--- src/rtl/lcd_hd44780_responder.sv ---
// lcd_hd44780_responder: panel-side model of the 4-bit HD44780 character-LCD bus.
// Oversamples the asynchronous bus, assembles bytes on E falling edges, executes
// the controller command subset and mirrors a 2x16 character image.
module lcd_hd44780_responder #(
    parameter int unsigned BUSY_CYCLES  = 40,
    parameter int unsigned CLEAR_CYCLES = 1600
) (
    input  logic         clk,
    input  logic         rst,
    input  logic         lcd_e,
    input  logic         lcd_rs,
    input  logic         lcd_rw,
    input  logic [3:0]   lcd_dat,
    output logic [3:0]   rd_dat,
    output logic         rd_oe,
    output logic [255:0] screen,
    output logic [6:0]   cursor,
    output logic         display_on,
    output logic         four_bit,
    output logic         two_line,
    output logic         busy,
    output logic         overrun
);

    localparam logic [15:0] BUSY_LOAD  = 16'(BUSY_CYCLES);
    localparam logic [15:0] CLEAR_LOAD = 16'(CLEAR_CYCLES);

    // Address counter step with the HD44780 two-line wrap points.
    // Addresses outside both visible-line windows restart at 0x00.
    function automatic logic [6:0] cursor_step(input logic [6:0] cur, input logic inc);
        logic [6:0] nxt;
        if (inc) begin
            if (cur == 7'h27) begin
                nxt = 7'h40;
            end else if (cur == 7'h67) begin
                nxt = 7'h00;
            end else if ((cur < 7'h27) || ((cur >= 7'h40) && (cur < 7'h67))) begin
                nxt = cur + 7'h01;
            end else begin
                nxt = 7'h00;
            end
        end else begin
            if (cur == 7'h00) begin
                nxt = 7'h67;
            end else if (cur == 7'h40) begin
                nxt = 7'h27;
            end else if ((cur <= 7'h27) || ((cur > 7'h40) && (cur <= 7'h67))) begin
                nxt = cur - 7'h01;
            end else begin
                nxt = 7'h00;
            end
        end
        return nxt;
    endfunction

    // Address lands on one of the 32 displayed character slots.
    function automatic logic slot_visible(input logic [6:0] cur);
        return (cur[5:4] == 2'b00);
    endfunction

    // Synchroniser stages
    logic       e_s1_r, e_s2_r, e_s3_r;
    logic       rs_s1_r, rs_s2_r;
    logic       rw_s1_r, rw_s2_r;
    logic [3:0] dat_s1_r, dat_s2_r;

    // Architectural state
    logic [7:0]  chars_r [32];
    logic [6:0]  cursor_r;
    logic        id_r;
    logic        display_on_r;
    logic        four_bit_r;
    logic        two_line_r;
    logic [15:0] busy_cnt_r;
    logic        busy_r;
    logic        overrun_r;
    logic        phase_r;
    logic [3:0]  hi_nib_r;
    logic        rd_oe_r;
    logic [3:0]  rd_dat_r;

    // Decode / next-state signals
    logic        fall_s, rise_s, wr_fall_s, rd_fall_s, rd_rise_s;
    logic        byte_done_s, busy_eff_s, exec_s, ovr_s;
    logic [7:0]  byte_s;
    logic [6:0]  cursor_nxt_s;
    logic        id_nxt_s, disp_nxt_s, fb_nxt_s, tl_nxt_s;
    logic        clear_s, long_busy_s, wr_char_s;
    logic [4:0]  wr_slot_s;
    logic [15:0] cnt_nxt_s;
    logic        phase_nxt_s;
    logic [255:0] screen_s;

    // Two-flop synchronisers plus the previous E sample for edge detection.
    always_ff @(posedge clk or negedge rst) begin
        if (!rst) begin
            e_s1_r   <= 1'b0;
            e_s2_r   <= 1'b0;
            e_s3_r   <= 1'b0;
            rs_s1_r  <= 1'b0;
            rs_s2_r  <= 1'b0;
            rw_s1_r  <= 1'b0;
            rw_s2_r  <= 1'b0;
            dat_s1_r <= 4'h0;
            dat_s2_r <= 4'h0;
        end else begin
            e_s1_r   <= lcd_e;
            e_s2_r   <= e_s1_r;
            e_s3_r   <= e_s2_r;
            rs_s1_r  <= lcd_rs;
            rs_s2_r  <= rs_s1_r;
            rw_s1_r  <= lcd_rw;
            rw_s2_r  <= rw_s1_r;
            dat_s1_r <= lcd_dat;
            dat_s2_r <= dat_s1_r;
        end
    end

    // Edge detection, byte assembly and busy gating.
    always_comb begin
        fall_s      = e_s3_r & ~e_s2_r;
        rise_s      = ~e_s3_r & e_s2_r;
        wr_fall_s   = fall_s & ~rw_s2_r;
        rd_fall_s   = fall_s & rw_s2_r;
        rd_rise_s   = rise_s & rw_s2_r;
        byte_done_s = wr_fall_s & (~four_bit_r | phase_r);
        byte_s      = four_bit_r ? {hi_nib_r, dat_s2_r} : {dat_s2_r, 4'h0};
        // A counter at 1 expires this cycle, so a byte landing now is accepted.
        busy_eff_s  = (busy_cnt_r > 16'd1);
        exec_s      = byte_done_s & ~busy_eff_s;
        ovr_s       = byte_done_s & busy_eff_s;
        wr_slot_s   = {cursor_r[6], cursor_r[3:0]};
    end

    // Instruction/data execution: next values of the controller registers.
    always_comb begin
        cursor_nxt_s = cursor_r;
        id_nxt_s     = id_r;
        disp_nxt_s   = display_on_r;
        fb_nxt_s     = four_bit_r;
        tl_nxt_s     = two_line_r;
        clear_s      = 1'b0;
        long_busy_s  = 1'b0;
        wr_char_s    = 1'b0;
        if (exec_s) begin
            if (rs_s2_r) begin
                wr_char_s    = slot_visible(cursor_r);
                cursor_nxt_s = cursor_step(cursor_r, id_r);
            end else begin
                casez (byte_s)
                    8'b1???????: cursor_nxt_s = byte_s[6:0];
                    8'b01??????: cursor_nxt_s = cursor_r;
                    8'b001?????: begin
                        fb_nxt_s = ~byte_s[4];
                        tl_nxt_s = byte_s[3];
                    end
                    8'b0001????: cursor_nxt_s = cursor_r;
                    8'b00001???: disp_nxt_s = byte_s[2];
                    8'b000001??: id_nxt_s = byte_s[1];
                    8'b0000001?: begin
                        cursor_nxt_s = 7'h00;
                        long_busy_s  = 1'b1;
                    end
                    8'b00000001: begin
                        cursor_nxt_s = 7'h00;
                        id_nxt_s     = 1'b1;
                        clear_s      = 1'b1;
                        long_busy_s  = 1'b1;
                    end
                    default: cursor_nxt_s = cursor_r;
                endcase
            end
        end else begin
            cursor_nxt_s = cursor_r;
        end
    end

    // Busy counter and nibble phase next-state.
    always_comb begin
        if (exec_s) begin
            cnt_nxt_s = long_busy_s ? CLEAR_LOAD : BUSY_LOAD;
        end else if (busy_cnt_r != 16'd0) begin
            cnt_nxt_s = busy_cnt_r - 16'd1;
        end else begin
            cnt_nxt_s = 16'd0;
        end
        if (wr_fall_s) begin
            phase_nxt_s = four_bit_r ? ~phase_r : 1'b0;
        end else if (rd_fall_s) begin
            phase_nxt_s = four_bit_r ? ~phase_r : phase_r;
        end else begin
            phase_nxt_s = phase_r;
        end
    end

    // Controller registers, busy counter, overrun flag and nibble phase.
    always_ff @(posedge clk or negedge rst) begin
        if (!rst) begin
            cursor_r     <= 7'h00;
            id_r         <= 1'b1;
            display_on_r <= 1'b0;
            four_bit_r   <= 1'b0;
            two_line_r   <= 1'b0;
            busy_cnt_r   <= 16'd0;
            busy_r       <= 1'b0;
            overrun_r    <= 1'b0;
            phase_r      <= 1'b0;
            hi_nib_r     <= 4'h0;
        end else begin
            cursor_r     <= cursor_nxt_s;
            id_r         <= id_nxt_s;
            display_on_r <= disp_nxt_s;
            four_bit_r   <= fb_nxt_s;
            two_line_r   <= tl_nxt_s;
            busy_cnt_r   <= cnt_nxt_s;
            busy_r       <= (cnt_nxt_s != 16'd0);
            overrun_r    <= overrun_r | ovr_s;
            phase_r      <= phase_nxt_s;
            if (wr_fall_s && four_bit_r && !phase_r) begin
                hi_nib_r <= dat_s2_r;
            end
        end
    end

    // Character image: cleared to spaces, written by visible data bytes.
    always_ff @(posedge clk or negedge rst) begin
        if (!rst) begin
            for (int i = 0; i < 32; i++) begin
                chars_r[i] <= 8'h20;
            end
        end else if (clear_s) begin
            for (int i = 0; i < 32; i++) begin
                chars_r[i] <= 8'h20;
            end
        end else if (wr_char_s) begin
            chars_r[wr_slot_s] <= byte_s;
        end
    end

    // Read-back: capture busy/address nibble on E rise, release on E fall.
    always_ff @(posedge clk or negedge rst) begin
        if (!rst) begin
            rd_oe_r  <= 1'b0;
            rd_dat_r <= 4'h0;
        end else if (rd_rise_s) begin
            rd_oe_r <= 1'b1;
            if (rs_s2_r) begin
                rd_dat_r <= 4'h0;
            end else if (phase_r) begin
                rd_dat_r <= cursor_r[3:0];
            end else begin
                rd_dat_r <= {busy_r, cursor_r[6:4]};
            end
        end else if (fall_s) begin
            rd_oe_r <= 1'b0;
        end
    end

    // Flatten the slot array: line0 col0 in the top byte, line1 col15 at the bottom.
    always_comb begin
        screen_s = 256'h0;
        for (int i = 0; i < 32; i++) begin
            screen_s[255 - 8*i -: 8] = chars_r[i];
        end
    end

    assign screen     = screen_s;
    assign cursor     = cursor_r;
    assign display_on = display_on_r;
    assign four_bit   = four_bit_r;
    assign two_line   = two_line_r;
    assign busy       = busy_r;
    assign overrun    = overrun_r;
    assign rd_oe      = rd_oe_r;
    assign rd_dat     = rd_dat_r;

endmodule

--- config.mk ---
export PLATFORM = sky130hd
export DESIGN_NAME = lcd_hd44780_responder
export DESIGN_NICKNAME = d
export VERILOG_FILES = /design/src/rtl/lcd_hd44780_responder.sv
export SDC_FILE = /design/constraint.sdc
export NUM_CORES = 1
export LEC_CHECK = 0
export CAP_MARGIN = 10
export CORE_AREA = 2 2 306 157
export DETAILED_ROUTE_END_ITERATION = 10
export DIE_AREA = 0 0 308 159
export PLACE_DENSITY = 0.64
export SLEW_MARGIN = 15
export SYNTH_ARGS = -nofsm -noshare
export SYNTH_HDL_FRONTEND = slang
export SYNTH_SLANG_ARGS = --single-unit
--- constraint.sdc ---
create_clock -name clk -period 2.4 [get_ports clk]
set_input_delay 0.6 -clock clk [delete_from_list [all_inputs] [get_ports clk]]
set_output_delay 0.6 -clock clk [all_outputs]
set_load 0.01 [all_outputs]
# Word-level counts from Yosys, hierarchy flattened
# Index checks and enable logic that the tools add are counted.
dict set report totals {
  ff_bits 310
  input_bits 9
  out_inout_bits 273
}
dict set report op_classes {
  add_sub_neg 3
  magnitude_cmp 9
  eq_ne 8
  muxes 35
  n_bitwise 19
  n_reduce_logical 24
}
# cell n
set ops {}
lappend ops {{2-to-1 mux 256 bit} 2}
lappend ops {{bitwise mux 256 bit} 1}
lappend ops {{2-to-1 mux 7 bit} 8}
lappend ops {{demux 8 bit (select 5 bit)} 1}
lappend ops {{2-to-1 mux 16 bit} 2}
lappend ops {{nonzero test 16 bit} 2}
lappend ops {{greater-than comparator 16 x 1 -> 1 bit, second input constant} 1}
lappend ops {{2-to-1 mux 8 bit} 2}
lappend ops {{subtractor 16 x 1 -> 16 bit, second input constant} 1}
lappend ops {{== test 7 bit, second input constant} 2}
lappend ops {{2-to-1 mux 1 bit} 14}
lappend ops {{one-hot mux 7 bit (2 select lines)} 1}
lappend ops {{2-to-1 mux 11 bit} 1}
lappend ops {{nonzero test 2 bit} 5}
lappend ops {{AND reduction 3 bit} 3}
lappend ops {{AND 1 bit} 8}
lappend ops {{== test 8 x 1 -> 1 bit, second input constant} 1}
lappend ops {{2-to-1 mux 4 bit} 2}
lappend ops {{NOT 1 bit} 8}
lappend ops {{adder 7 x 1 -> 7 bit, second input constant} 1}
lappend ops {{== test 7 x 1 -> 1 bit, second input constant} 1}
lappend ops {{== test 7 x 6 -> 1 bit, second input constant} 1}
lappend ops {{>= comparator 7 bit, second input constant} 1}
lappend ops {{greater-than comparator 7 bit, second input constant} 1}
lappend ops {{other kinds (21)} 28}

# Logic depth before layout (Yosys ltp)
# Gate-level depths: netlist of the first run.
dict set report depth {
  word_depth 9
  mapped_depth 10
  mapped_depth_nobuf 7
}

# Least setup slack after synthesis of the first run
# OpenSTA, ideal clock, no wires.
dict set report synth_timing {
  path_kind {reg2reg}
  start {register cursor_r[0] (netlist: cursor[0])}
  end {register chars_r (netlist bit screen[93])}
  setup_ns 0.082
  arrival_ns 2.458
  t_required_ns 2.318
  setup_slack_ns -0.140
  stages_incl_launch_ff 9
  period_less_slack_ns 2.540
  cell_sequence {dfrtp_1 > clkbuf_1 > inv_1 > ha_1 > nor3b_1 > nand2_1 > nor4_2 > o21bai_2 > mux2_2}
}
dict set report synth_via {
  elab_chain_cells 8
  word_cells_on_any_way 9
  cone_classes {order compare (2); mux (5); bitwise (1); reduce/logical (1)}
}
# item line_no
set synth_rtl {}
lappend synth_rtl {{start: declaration} 69} ;# logic [6:0] cursor_r;
lappend synth_rtl {{start signal: assignment} 210} ;# cursor_r <= cursor_nxt_s;
lappend synth_rtl {{NOT 5 -> 6 bit (implied by the code) (*)} 236} ;# chars_r[wr_slot_s] <= byte_s;
lappend synth_rtl {{>= comparator 6 bit (implied by the code) / less-than comparator 6 x 1 -> 1 bit (equally long branches)} 236}
lappend synth_rtl {{logical AND 1 bit (implied by the code)} 236}
lappend synth_rtl {{2-to-1 mux 8 bit (implied by the code)} 236}
lappend synth_rtl {{demux 8 bit (select 5 bit) (*)} 236}
lappend synth_rtl {{bitwise mux 256 bit (*)} 236}
lappend synth_rtl {{2-to-1 mux 256 bit (*)} 235} ;# end else if (wr_char_s) begin
lappend synth_rtl {{2-to-1 mux 256 bit (*)} 231} ;# end else if (clear_s) begin
lappend synth_rtl {{end signal: indexed assignment} 236}
lappend synth_rtl {{end: declaration} 68} ;# logic [7:0] chars_r [32];
# Every way passes the cells marked *; elsewhere a longest branch is shown, timed or not. The select of a mux whose other input is x is not followed.
# A chain may end at the register's enable or synchronous reset.

# Worst setup path after layout of the first run
dict set report layout_timing {
  start {register four_bit_r (netlist: four_bit)}
  end {register chars_r (netlist bit screen[85])}
}
dict set report layout_via {
  elab_chain_cells 6
  word_cells_on_any_way 14
  cone_classes {eq/ne (1); mux (8); bitwise (4); reduce/logical (1)}
}
# item line_no
set layout_rtl {}
lappend layout_rtl {{start: declaration} 72} ;# logic four_bit_r;
lappend layout_rtl {{start signal: assignment} 213} ;# four_bit_r <= fb_nxt_s;
lappend layout_rtl {{2-to-1 mux 8 bit / NOT 1 bit (equally long branches)} {127, 126}}
lappend layout_rtl {{== test 8 x 1 -> 1 bit / OR 1 bit (equally long branches)} {150, 126}}
lappend layout_rtl {{2-to-1 mux 1 bit / AND 1 bit (equally long branches)} {150, 126}}
lappend layout_rtl {{2-to-1 mux 1 bit / AND 1 bit (equally long branches)} {146, 130}}
lappend layout_rtl {{2-to-1 mux 1 bit} 145} ;# if (exec_s) begin
lappend layout_rtl {{2-to-1 mux 256 bit / nonzero test 2 bit (equally long branches)} -}
# Several ways; a longest one is shown, not always the timed one. The select of a mux whose other input is x is not followed.

==> results of run 1 <==
## worst max-delay path by stage
stage                         start     endpoint
after CTS                 cursor[3]    cursor[3]
after global placement     four_bit  screen[119]
after floorplan            four_bit   screen[93]
after global routing       four_bit   screen[39]
after detailed placement   four_bit  screen[113]
final                      four_bit   screen[85]
## final cells by class
type	count	area share
clock inverters	14	0.00755
flip-flops and latches	310	0.389
multi-input cells	744	0.265
inverters	132	0.0248
clock buffers	44	0.0441
repair buffers	468	0.231
diodes	1	0.000125
well taps	609	0.0380
## critical path, cell delays in order (launching register included)
cell and delay (ns):
sky130_fd_sc_hd__dfrtp_2 0.42, sky130_fd_sc_hd__or3b_4 0.40, sky130_fd_sc_hd__a211o_1 0.33, sky130_fd_sc_hd__or3_4 0.46, sky130_fd_sc_hd__buf_12 0.19, sky130_fd_sc_hd__buf_6 0.11, sky130_fd_sc_hd__o21bai_4 0.26, sky130_fd_sc_hd__o22a_1 0.18
## what timing repair did
action	CTS	global route
resized for setup	13	44
hold buffers	0	0
buffers inserted	4	11
pin swaps	3	21
cloned	1	4
setup endpoints to repair	52	256
## metrics by stage
step                      utilization  cells  power [mW]
after floorplan                     -   1255        6.68
after global placement          0.400   2243        7.57
after detailed placement        0.400   2243        7.59
final                           0.433   2322        12.7
after CTS                       0.425   2306        12.6
after global routing            0.433   2322        13.2
## power breakdown
part | internal (mW) | switching [mW] | leakage, nW
Clock | 2.81 | 2.20 | 0.509
Sequential | 5.41 | 0.233 | 4.12
Combinational | 0.865 | 1.17 | 3.67
## synth_stat cells (11+ instances only)
| cell | number | area [um^2] |
|---|---|---|
| sky130_fd_sc_hd__a21oi_1 | 84 | 420 |
| sky130_fd_sc_hd__clkbuf_1 | 43 | 161 |
| sky130_fd_sc_hd__dfrtp_1 | 277 | 6930 |
| sky130_fd_sc_hd__dfstp_2 | 33 | 867 |
| sky130_fd_sc_hd__inv_1 | 131 | 492 |
| sky130_fd_sc_hd__mux2i_1 | 36 | 360 |
| sky130_fd_sc_hd__nand2_1 | 65 | 244 |
| sky130_fd_sc_hd__nand3_1 | 19 | 95.1 |
| sky130_fd_sc_hd__nor2_1 | 136 | 510 |
| sky130_fd_sc_hd__nor3_1 | 11 | 55.1 |
| sky130_fd_sc_hd__nor4_1 | 13 | 81.3 |
| sky130_fd_sc_hd__nor4_2 | 19 | 238 |
| sky130_fd_sc_hd__o21ai_0 | 27 | 135 |
| sky130_fd_sc_hd__o21bai_4 | 22 | 413 |
| sky130_fd_sc_hd__o22a_1 | 33 | 289 |
| sky130_fd_sc_hd__o22ai_1 | 121 | 757 |
## kinds of logic (layout without fill, tap and decap cells)
| kind of cell | after synthesis | count (layout) | synth area share |
|---|---|---|---|
| other | 0 | 1 | 0 |
| DFF | 310 | 310 | 0.570 |
| muxes | 44 | 44 | 0.0329 |
| buffers and inverters | 201 | 658 | 0.0614 |
| adders and majority gates | 7 | 7 | 0.00640 |
| and+or+nand+nor | 342 | 342 | 0.140 |
| AOI/OAI and AO/OA | 338 | 338 | 0.181 |
| xor gates and xnor gates | 13 | 13 | 0.00832 |
## registers in the layout, summed over array words and instances, names as in the netlist, 4 cells and up
| name | flops |
|---|---|
| dat_s2_r | 4 |
| rd_dat | 4 |
| hi_nib_r | 4 |
| cursor | 7 |
| busy_cnt_r | 16 |
| dat_s1_r | 4 |
| screen | 256 |
## metal layers
layer | track usage | up-vias | wire, um
met1 | 0.317 | 6027 | 24900
met5 | 0 | - | 0
met2 | 0.299 | 563 | 22100
li1 | - | 5307 | -
met3 | 0.0514 | 73 | 4510
met4 | 0.0346 | 0 | 856
==> summary.txt, run 1 <==
Die
  – Number of rows in the core area: 56
  – Initial standard-cell utilization of the core: 0.296
  – Area of the core: 46200 um^2
  – Chip Height: 159 um
  – I/O pin cnt: 282
  – Die span in x: 308 um
  – Die Footprint: 49000 um^2

Setup path
  – Worst path required time: 2.93 ns
  – Register-to-register path setup slack: -0.02 ns
  – CP arrival: 2.94 ns
  – Element type at the critical path end: register
  – R2r endpoint: screen[85]
  – Highest fanout seen on the critical path: 8
  – Classification of the worst setup path: register to register
  – Startpoint type of the worst setup path: register
  – Worst reg-to-reg path cell count: 7
  – Launch point of the worst reg-to-reg path: four_bit

Synthesis
  – Number of nets in the synthesized netlist: 1271
  – Netlist area before placement: 13700 um^2
  – Syn avg cell area: 10.9 um^2
  – Number of enable-type register cells in the synthesized netlist: 0
  – Portion of the post-synthesis area used by sequential elements: 0.570
  – Total number of yosys warnings: 0
  – Flop and latch count out of synthesis: 310
  – Fraction of registers with async set/reset: 1.00
  – Main flop type after synthesis: sky130_fd_sc_hd__dfrtp_1
  – Number of different library cells in the post-synthesis netlist: 70
  – Synthesized netlist cell count: 1255

GRT
  – Grt total ovfl: 0
  – Pin count of the biggest net entering global routing: 64
  – Total routing usage reported by global routing: 0.208
  – Initial antenna violation count: 1
  – Number of global-route vias before repair: 11900
  – Wire length of the first global-routing pass: 77500 um

Route
  – Post-DR vias/cell: 5.16
  – Number of antenna-violating nets in the routed design: 0
  – DR WL/cell: 22.6 um
  – Starting DRC count in detailed routing: 938
  – Vias: 12000
  – DRC violations left: 0
  – Number of iterations in the first detailed-routing pass: 5
  – WL final: 52400 um

Layout
  – Area growth, synth to finish: 46.4%
  – Sequential cell area: 7800 um^2
  – Highest-count cells in the layout ignoring fill and taps: sky130_fd_sc_hd__clkdlybuf4s50_1, sky130_fd_sc_hd__dfrtp_1, sky130_fd_sc_hd__buf_4
  – NumNets Final: 1703
  – Filler Cells Inserted: 4321
  – Most frequent standard cell in the layout excluding fill and tap cells: sky130_fd_sc_hd__clkdlybuf4s50_1
  – Total area of multi-input combinational cells: 5320 um^2
  – Share of post-route cells with drive strength above 1: 0.228
  – Post-layout instance area: 20000 um^2

Run status
  – Result of the run: finished with violations
  – Violations in the final reports: hold timing, setup timing

Flow run
  – Maxcap violations: 0

Placed design
  – Total half-perimeter wirelength after legalization and detailed placement: 37100 um
  – Placed instance area: 18500 um^2
  – IO buf count: 281
  – Worst slack after detailed placement: -0.177 ns
  – Placer's final routability congestion estimate: 0.945

Timing
  – Clock period minus worst slack: 2.42 ns
  – Clock Skews: 0.0234 ns
  – Hold violation total from the final report: 1
  – Unrepaired setup endpoints after global routing: true
  – Max Clock Freq: 413 MHz
  – Max Slew Vio Count: 0
  – Fraction of the cycle the final worst path needs: 1.01
  – Slew Limit Headroom: 0.562
  – Actual slew at the worst max-slew pin: 0.652 ns
  – Final-layout worst hold slack: -0.000505 ns
  – Count of final setup violators: 7
  – Final TNS setup: -0.0763 ns
  – Slack of the critical path: -0.0186 ns

Power and ir drop
  – Ratio of total power to cell area: 633 nW/um^2
  – Worst voltage drop across the vdd grid: 0.478 mV
  – Leak pwr: 8.30 nW

Clock network
  – Cts bufs inserted: 31
  – TritonCTS clock tree: built
  – Longest Clk Path Bufs: 3
  – Clock insertion delay at the later pin of the skew report: 0.59 ns
  – Register clock-pin slew on the reported worst setup and hold paths: 0.07 ns
  – Htree depth: 1
  – CTS sink cnt: 310
  – Master cell of the clock root buffer: sky130_fd_sc_hd__clkbuf_16

Worst hold path
  – Path category of the worst min-delay check: primary input to asynchronous set/reset pin
(Power assumes the default switching activity.)
==> inputs of run 2 (changes only) <==
--- a/config.mk
+++ b/config.mk
@@ -6,9 +6,10 @@
 export NUM_CORES = 1
 export LEC_CHECK = 0
 export CAP_MARGIN = 10
-export CORE_AREA = 2 2 306 157
+export CORE_AREA = 2 2 242 197
+export CTS_CLUSTER_SIZE = 14
 export DETAILED_ROUTE_END_ITERATION = 10
-export DIE_AREA = 0 0 308 159
+export DIE_AREA = 0 0 244 199
 export PLACE_DENSITY = 0.64
 export SLEW_MARGIN = 15
 export SYNTH_ARGS = -nofsm -noshare
==> run 2 against run 1 <==
The flow now finishes without violations; sequential cell count is the same; die area fell by 0.85%; via count fell by 4.3%; clock power grew 8.6%; hold slack better by 0.040 ns; largest cell class unchanged; clock skew rose by 0.0045 ns; critical path depth fell by 5; power up 2.4%; fmax grew 2.8%; sequential power is essentially flat.
==> summary.txt, run 2 (synthesis results as in run 1) <==
Layout
  – NumNets Final: 1673 (-1.8%)
  – Highest-count cells in the layout ignoring fill and taps: sky130_fd_sc_hd__clkdlybuf4s50_1, sky130_fd_sc_hd__dfrtp_1, sky130_fd_sc_hd__nor2_1
  – Non-filler instance count after layout: 2304 (-0.78%)
  – Total area of multi-input combinational cells: 5270 um^2 (-0.94%)
  – Sequential cell area: 7810 um^2 (about the same)
  – Most frequent standard cell in the layout excluding fill and tap cells: sky130_fd_sc_hd__clkdlybuf4s50_1
  – Number of flip-flops in the largest register: 256 (unchanged)
  – Area growth, synth to finish: 43.7%
  – Share of post-route cells with drive strength above 1: 0.211 (-0.0176)
  – Total inserted antenna cells: 0 (-1)
  – Filler Cells Inserted: 4300 (-0.49%)

Timing
  – Clock period minus worst slack: 2.35 ns (-0.0662 ns)
  – Max Slew Vio Count: 0 (unchanged)
  – Actual slew at the worst max-slew pin: 0.842 ns (+0.190 ns)
  – Count of final setup violators: 0 (-7)
  – Slack of the critical path: 0.0476 ns (+0.0662 ns)
  – Clock Skews: 0.0279 ns (+0.00453 ns)
  – Fraction of the cycle the final worst path needs: 0.980 (-0.0276)
  – Hold violation total from the final report: 0 (-1)
  – Unrepaired setup endpoints after global routing: true
  – Slew Limit Headroom: 0.434 (-0.128)
  – Max Clock Freq: 425 MHz (+2.8%)

Flow run
  – Maxcap violations: 0 (unchanged)

Worst hold path
  – Path category of the worst min-delay check: primary input to asynchronous set/reset pin

GRT
  – Number of global-route vias before repair: 11600 (-2.1%)
  – Total routing usage reported by global routing: 0.200 (-0.00839)
  – Routing layer with the top usage in global route: met2
  – Wire length of the first global-routing pass: 73500 um (-5.2%)
  – Initial antenna violation count: 0 (-1)
  – Met2 demand-to-capacity share in global routing: 0.311 (+0.0119)
  – M3 GR Usage: 0.0434 (-0.00793)
  – Pin count of the biggest net entering global routing: 56 (-13%)
  – Grt total ovfl: 0 (unchanged)
  – Met1 Use GR: 0.281 (-0.0362)

Clock network
  – Longest Clk Path Bufs: 3 (unchanged)
  – Hold buffers post-CTS: 0 (unchanged)
  – Master cell of the clock root buffer: sky130_fd_sc_hd__clkbuf_16
  – Register clock-pin slew on the reported worst setup and hold paths: 0.07 ns (about the same)
  – Clock insertion delay at the later pin of the skew report: 0.54 ns (-0.05 ns)
  – TritonCTS clock tree: built
  – Htree depth: 2 (+1)
  – Cts bufs inserted: 35 (+13%)
  – CTS sink cnt: 310 (unchanged)

Die
  – I/O pin cnt: 282 (unchanged)
  – Initial standard-cell utilization of the core: 0.296 (about the same)
  – Die span in x: 244 um (-21%)
  – Chip Height: 199 um (+25%)
  – Number of rows in the core area: 71 (+27%)
  – Die Footprint: 48600 um^2 (-0.85%)
  – Area of the core: 46300 um^2 (about the same)

Route
  – Starting DRC count in detailed routing: 853 (-9.1%)
  – Number of antenna-violating nets in the routed design: 0 (unchanged)
  – Number of iterations in the first detailed-routing pass: 5 (unchanged)
  – Vias: 11500 (-4.3%)
  – Post-DR vias/cell: 4.97 (-3.5%)
  – WL final: 49500 um (-5.5%)
  – DRC violations left: 0 (unchanged)
  – DR WL/cell: 21.5 um (-4.7%)

Run status
  – Result of the run: finished clean

Placed design
  – Total half-perimeter wirelength after legalization and detailed placement: 35400 um (-4.6%)
  – Worst slack after detailed placement: -0.0915 ns (+0.0858 ns)
  – IO buf count: 281 (unchanged)
  – Placer's final routability congestion estimate: 0.830 (-12%)
  – Number of placed instances, taps included: 2229 (-0.62%)

Setup path
  – CP arrival: 1.75 ns (-1.19 ns)
  – Classification of the worst setup path: register to output pin
  – Element type at the critical path end: output pin
  – Startpoint type of the worst setup path: register
  – Worst path required time: 1.80 ns (-1.13 ns)
  – Register-to-register path setup slack: 0.05 ns (+0.07 ns)
  – Highest fanout seen on the critical path: 11 (+3)

Power and ir drop
  – Worst voltage drop across the vdd grid: 0.459 mV (-3.9%)
  – Int Pwr: 9.40 mW (+3.5%)
  – Share of total power consumed by net switching: 0.276 (-0.00811)
  – Ratio of total power to cell area: 660 nW/um^2 (+4.3%)
  – Flop pwr share: 0.436 (-0.009)
  – Combinational cell fraction of total power: 0.146 (-0.015)
  – Clock network power share: 0.418 (+0.024)
  – Leak pwr: 8.04 nW (-3.1%)
  – Net switching power: 3.59 mW (-0.53%)
==> run 2: cell types whose count changed in the layout (fill, tap and decap cells not counted), moves of 4 or more <==
cell	delta
sky130_fd_sc_hd__buf_4	-20
sky130_fd_sc_hd__clkinv_4	-4
sky130_fd_sc_hd__buf_12	-6
sky130_fd_sc_hd__a21oi_1	+4
sky130_fd_sc_hd__buf_6	-4
sky130_fd_sc_hd__nor4_4	-4
sky130_fd_sc_hd__a21oi_2	-4
==> run 2: cell type report <==
type                    count  share of cell area
clock buffers              52              0.0519
clock inverters            12             0.00674
inverters                 132              0.0252
multi-input cells         744               0.268
flip-flops and latches    310               0.397
well taps                 620              0.0394
repair buffers            434               0.213
==> run 2: worst paths after layout <==
path                        startpoint     endpoint  cells after the start
setup / recovery             cursor[3]    cursor[3]                      2
hold / removal                     rst  screen[112]                      1
setup reg to reg           dat_s2_r[3]   screen[31]                      7
hold reg to reg                 e_s1_r       e_s2_r                      0
max in group asynchronous          rst   screen[29]                      2
min in group clk                e_s1_r       e_s2_r                      0
==> run 2: metrics by stage <==
stage | utilization | power (mW) | hold WS, ns | TNS (ns) | instance area (um^2)
after CTS | 0.421 | 13.0 | 0.0264 | 0 | 19500
after floorplan | - | 6.68 | 0.304 | -0.0737 | 13700
final | 0.425 | 13.0 | 0.0396 | 0 | 19700
after detailed placement | 0.395 | 7.51 | 0.335 | -0.363 | 18300
after global placement | 0.395 | 7.49 | 0.335 | -0.0272 | 18300
after global routing | 0.425 | 13.5 | 0.0575 | -0.0643 | 19700
==> run 2: power by group through the flow <==
stage               Combinational [mW]  Sequential, mW  Clock [mW]
floorplan                        0.962            5.72           0
global placement                  1.76            5.73           0
detailed placement                1.77            5.74           0
CTS                               1.81            5.65        5.54
global route                      2.07            5.69        5.76
finish                            1.90            5.66        5.43
==> run 2: per-layer routing <==
| layer | wire length (um) | vias to the layer above |
|---|---|---|
| met2 | 22400 | 406 |
| met1 | 22400 | 5750 |
| met4 | 953 | 0 |
| met5 | 0 | - |
| li1 | - | 5244 |
| met3 | 3740 | 61 |
==> run 2: repair_timing <==
item / in CTS / in global routing
cloned: 0 / 1
gates resized for setup: 10 / 28
pin swaps: 2 / 15
endpoints found under the setup margin: 34 / 206
setup buffers: 2 / 8
hold endpoints to repair: 0 / 0
==> run 2: critical path, cell delays in order (launching register included) <==
cell and delay, ns:
sky130_fd_sc_hd__dfrtp_2 0.48, sky130_fd_sc_hd__buf_6 0.19, sky130_fd_sc_hd__clkdlybuf4s50_1 0.54
==> inputs of run 3 (changes only) <==
--- a/config.mk
+++ b/config.mk
@@ -6,11 +6,11 @@
 export NUM_CORES = 1
 export LEC_CHECK = 0
 export CAP_MARGIN = 10
-export CORE_AREA = 2 2 242 197
+export CORE_AREA = 2 2 194 158
 export CTS_CLUSTER_SIZE = 14
 export DETAILED_ROUTE_END_ITERATION = 10
-export DIE_AREA = 0 0 244 199
-export PLACE_DENSITY = 0.64
+export DIE_AREA = 0 0 196 160
+export PLACE_DENSITY = 0.88
 export SLEW_MARGIN = 15
 export SYNTH_ARGS = -nofsm -noshare
 export SYNTH_HDL_FRONTEND = slang
==> run 3 against run 2 <==
Design area fell by 2.6%; setup slack improved by 0.019 ns; global-route usage rose by 9.7 points; die area down 35%; sequential share of layout area grew 1.1 points; final cell count down 11%; combinational power about the same; critical path type unchanged; register-to-register slack better by 0.02 ns; critical endpoint is now cursor[1].
==> summary.txt, run 3 (synthesis results as in run 1) <==
Die
  – Die Footprint: 31400 um^2 (-35%)
  – Area of the core: 29700 um^2 (-36%)
  – Initial standard-cell utilization of the core: 0.462 (+0.166)
  – Die span in x: 196 um (-20%)
  – Chip Height: 160 um (-20%)
  – Number of rows in the core area: 57 (-20%)
  – I/O pin cnt: 282 (unchanged)

Setup path
  – Standard cell with the maximum stage delay on the critical path: sky130_fd_sc_hd__clkdlybuf4s50_1
  – Element type at the critical path end: output pin
  – Cell occurring most often along the worst timing path: sky130_fd_sc_hd__buf_4
  – Launch point of the worst reg-to-reg path: four_bit
  – Family with the most delay on the worst path: buffers and inverters
  – Critical-path cell list: buf_4, buf_4, clkdlybuf4s50_1
  – Worst stage delay on the critical path: 0.54 ns (about the same)
  – Worst path required time: 1.80 ns (about the same)
  – R2r endpoint: screen[146]
  – Startpoint type of the worst setup path: register
  – Highest fanout seen on the critical path: 7 (-4)
  – Worst Path Buf+Inv: 3 (+1)
  – Register-to-register path setup slack: 0.07 ns (+0.02 ns)
  – Worst reg-to-reg path cell count: 6 (-1)
  – CP arrival: 1.73 ns (-0.02 ns)
  – Classification of the worst setup path: register to output pin

Flow run
  – Maxcap violations: 0 (unchanged)

Power and ir drop
  – Worst voltage drop across the vdd grid: 0.610 mV (+33%)
  – Ratio of total power to cell area: 637 nW/um^2 (-3.5%)
  – Leak pwr: 7.99 nW (-0.60%)

Placed design
  – Total half-perimeter wirelength after legalization and detailed placement: 33000 um (-6.9%)
  – Placer's final routability congestion estimate: 0.943 (+14%)
  – IO buf count: 281 (unchanged)

Route
  – DR WL/cell: 22.7 um (+5.7%)
  – Starting DRC count in detailed routing: 1239 (+45%)
  – Post-DR vias/cell: 5.86 (+18%)
  – Number of antenna-violating nets in the routed design: 0 (unchanged)
  – Uppermost metal layer occupied by signal nets: met4
  – Routed wl met2: 21900 um (-2.3%)
  – DRC violations left: 0 (unchanged)
  – WL final: 46700 um (-5.7%)
  – Met1 layer wirelength in the final routing: 19000 um (-15%)
  – Wire length on met3: 4380 um (+17%)
  – Vias: 12100 (+5.2%)
  – Number of iterations in the first detailed-routing pass: 5 (unchanged)

Worst hold path
  – Path category of the worst min-delay check: register to register
  – Hold Path Stages: 0
  – Hold path start: rs_s1_r
  – Terminating pin of the worst hold path: rs_s2_r

GRT
  – Wire length of the first global-routing pass: 72000 um (-2.1%)
  – Total routing usage reported by global routing: 0.296 (+0.0965)
  – Initial antenna violation count: 0 (unchanged)
  – Pin count of the biggest net entering global routing: 57 (+1.8%)
  – Grt total ovfl: 0 (unchanged)
  – Number of global-route vias before repair: 12200 (+4.9%)

Timing
  – Max Slew Vio Count: 0 (unchanged)
  – Final TNS setup: 0 ns (unchanged)
  – Actual slew at the worst max-slew pin: 0.846 ns (+0.00430 ns)
  – Slew Limit Headroom: 0.431 (-0.00289)
  – Count of final setup violators: 0 (unchanged)
  – Unrepaired setup endpoints after global routing: true
  – Max Clock Freq: 428 MHz (+0.79%)
  – Fraction of the cycle the final worst path needs: 0.972 (-0.00771)
  – Final-layout worst hold slack: 0.340 ns (+0.301 ns)
  – Clock Skews: 0.0135 ns (-0.0144 ns)
  – Clock period minus worst slack: 2.33 ns (-0.0185 ns)
  – Hold violation total from the final report: 0 (unchanged)

Layout
  – NumNets Final: 1667 (-0.36%)
  – Most frequent standard cell in the layout excluding fill and tap cells: sky130_fd_sc_hd__clkdlybuf4s50_1
  – Highest-count cells in the layout ignoring fill and taps: sky130_fd_sc_hd__clkdlybuf4s50_1, sky130_fd_sc_hd__dfrtp_1, sky130_fd_sc_hd__nor2_1
  – Total inserted antenna cells: 0 (unchanged)
  – Share of post-route cells with drive strength above 1: 0.206 (-0.00519)
  – Area growth, synth to finish: 40.0%
  – Final cell utilization of the core: 0.646 (+0.221)
  – Number of flip-flops in the largest register: 256 (unchanged)
  – Filler Cells Inserted: 2250 (-48%)

Clock network
  – Htree depth: 1 (-1)
  – Register clock-pin slew on the reported worst setup and hold paths: 0.07 ns (about the same)
  – Clock insertion delay at the later pin of the skew report: 0.58 ns (+0.04 ns)
  – Cts bufs inserted: 30 (-14%)
  – Master cell of the clock root buffer: sky130_fd_sc_hd__clkbuf_16
  – Longest Clk Path Bufs: 3 (unchanged)
  – CTS sink cnt: 310 (unchanged)
  – TritonCTS clock tree: built

Run status
  – Result of the run: finished clean
-- run 3: per-layer routing --
metal	GRT usage	vias to the layer above
met5	0	-
met4	0.0971	0
met3	0.0663	112
met2	0.473	677
met1	0.403	6036
li1	-	5227
-- run 3: final cells by class --
type	count	area, um^2	area share
sequential	310	7800	0.407
clock inverter	11	123	0.00640
inverter	132	495	0.0259
timing repair buffer	432	4100	0.214
clock buffer	43	830	0.0433
tap	383	479	0.0250
multi-input combinational	745	5330	0.278
-- run 3: repair_timing --
action | CTS | global route
pin swaps | 1 | 6
cloned | 0 | 1
resized for setup | 7 | 40
endpoints found under the setup margin | 85 | 248
hold endpoints to repair | 47 | 0
buffers inserted | 2 | 6
hold buffers | 1 | 0
-- run 3: worst max-delay path by stage --
| stage | startpoint | to | slack [ns] | cells after the start |
|---|---|---|---|---|
| CTS | busy_cnt_r[7] | screen[171] | 0.001 | 8 |
| global placement | busy_cnt_r[7] | screen[100] | -0.04 | 8 |
| finish | cursor[1] | cursor[1] | 0.07 | 3 |
| floorplan | four_bit | screen[93] | -0.02 | 7 |
| detailed placement | four_bit | screen[118] | -0.05 | 6 |
| global route | busy_cnt_r[1] | screen[187] | -0.01 | 9 |
-- run 3: through the flow --
step / power [mW] / instance area, um^2 / worst slack [ns] / cells
finish: 12.2 / 19200 / 0.0661 / 2056
global route: 12.7 / 19200 / -0.0124 / 2056
CTS: 12.2 / 18900 / 0.00117 / 2049
detailed placement: 7.49 / 17900 / -0.0484 / 1992
global placement: 7.45 / 17900 / -0.0419 / 1992
floorplan: 6.68 / 13700 / -0.0173 / 1255
-- run 3: report_power, final --
part           internal (mW)  total, mW  switching, mW
Clock                   2.62       4.68           2.06
Sequential              5.41       5.61          0.202
Combinational          0.792       1.91           1.12
Total                   8.82       12.2           3.38
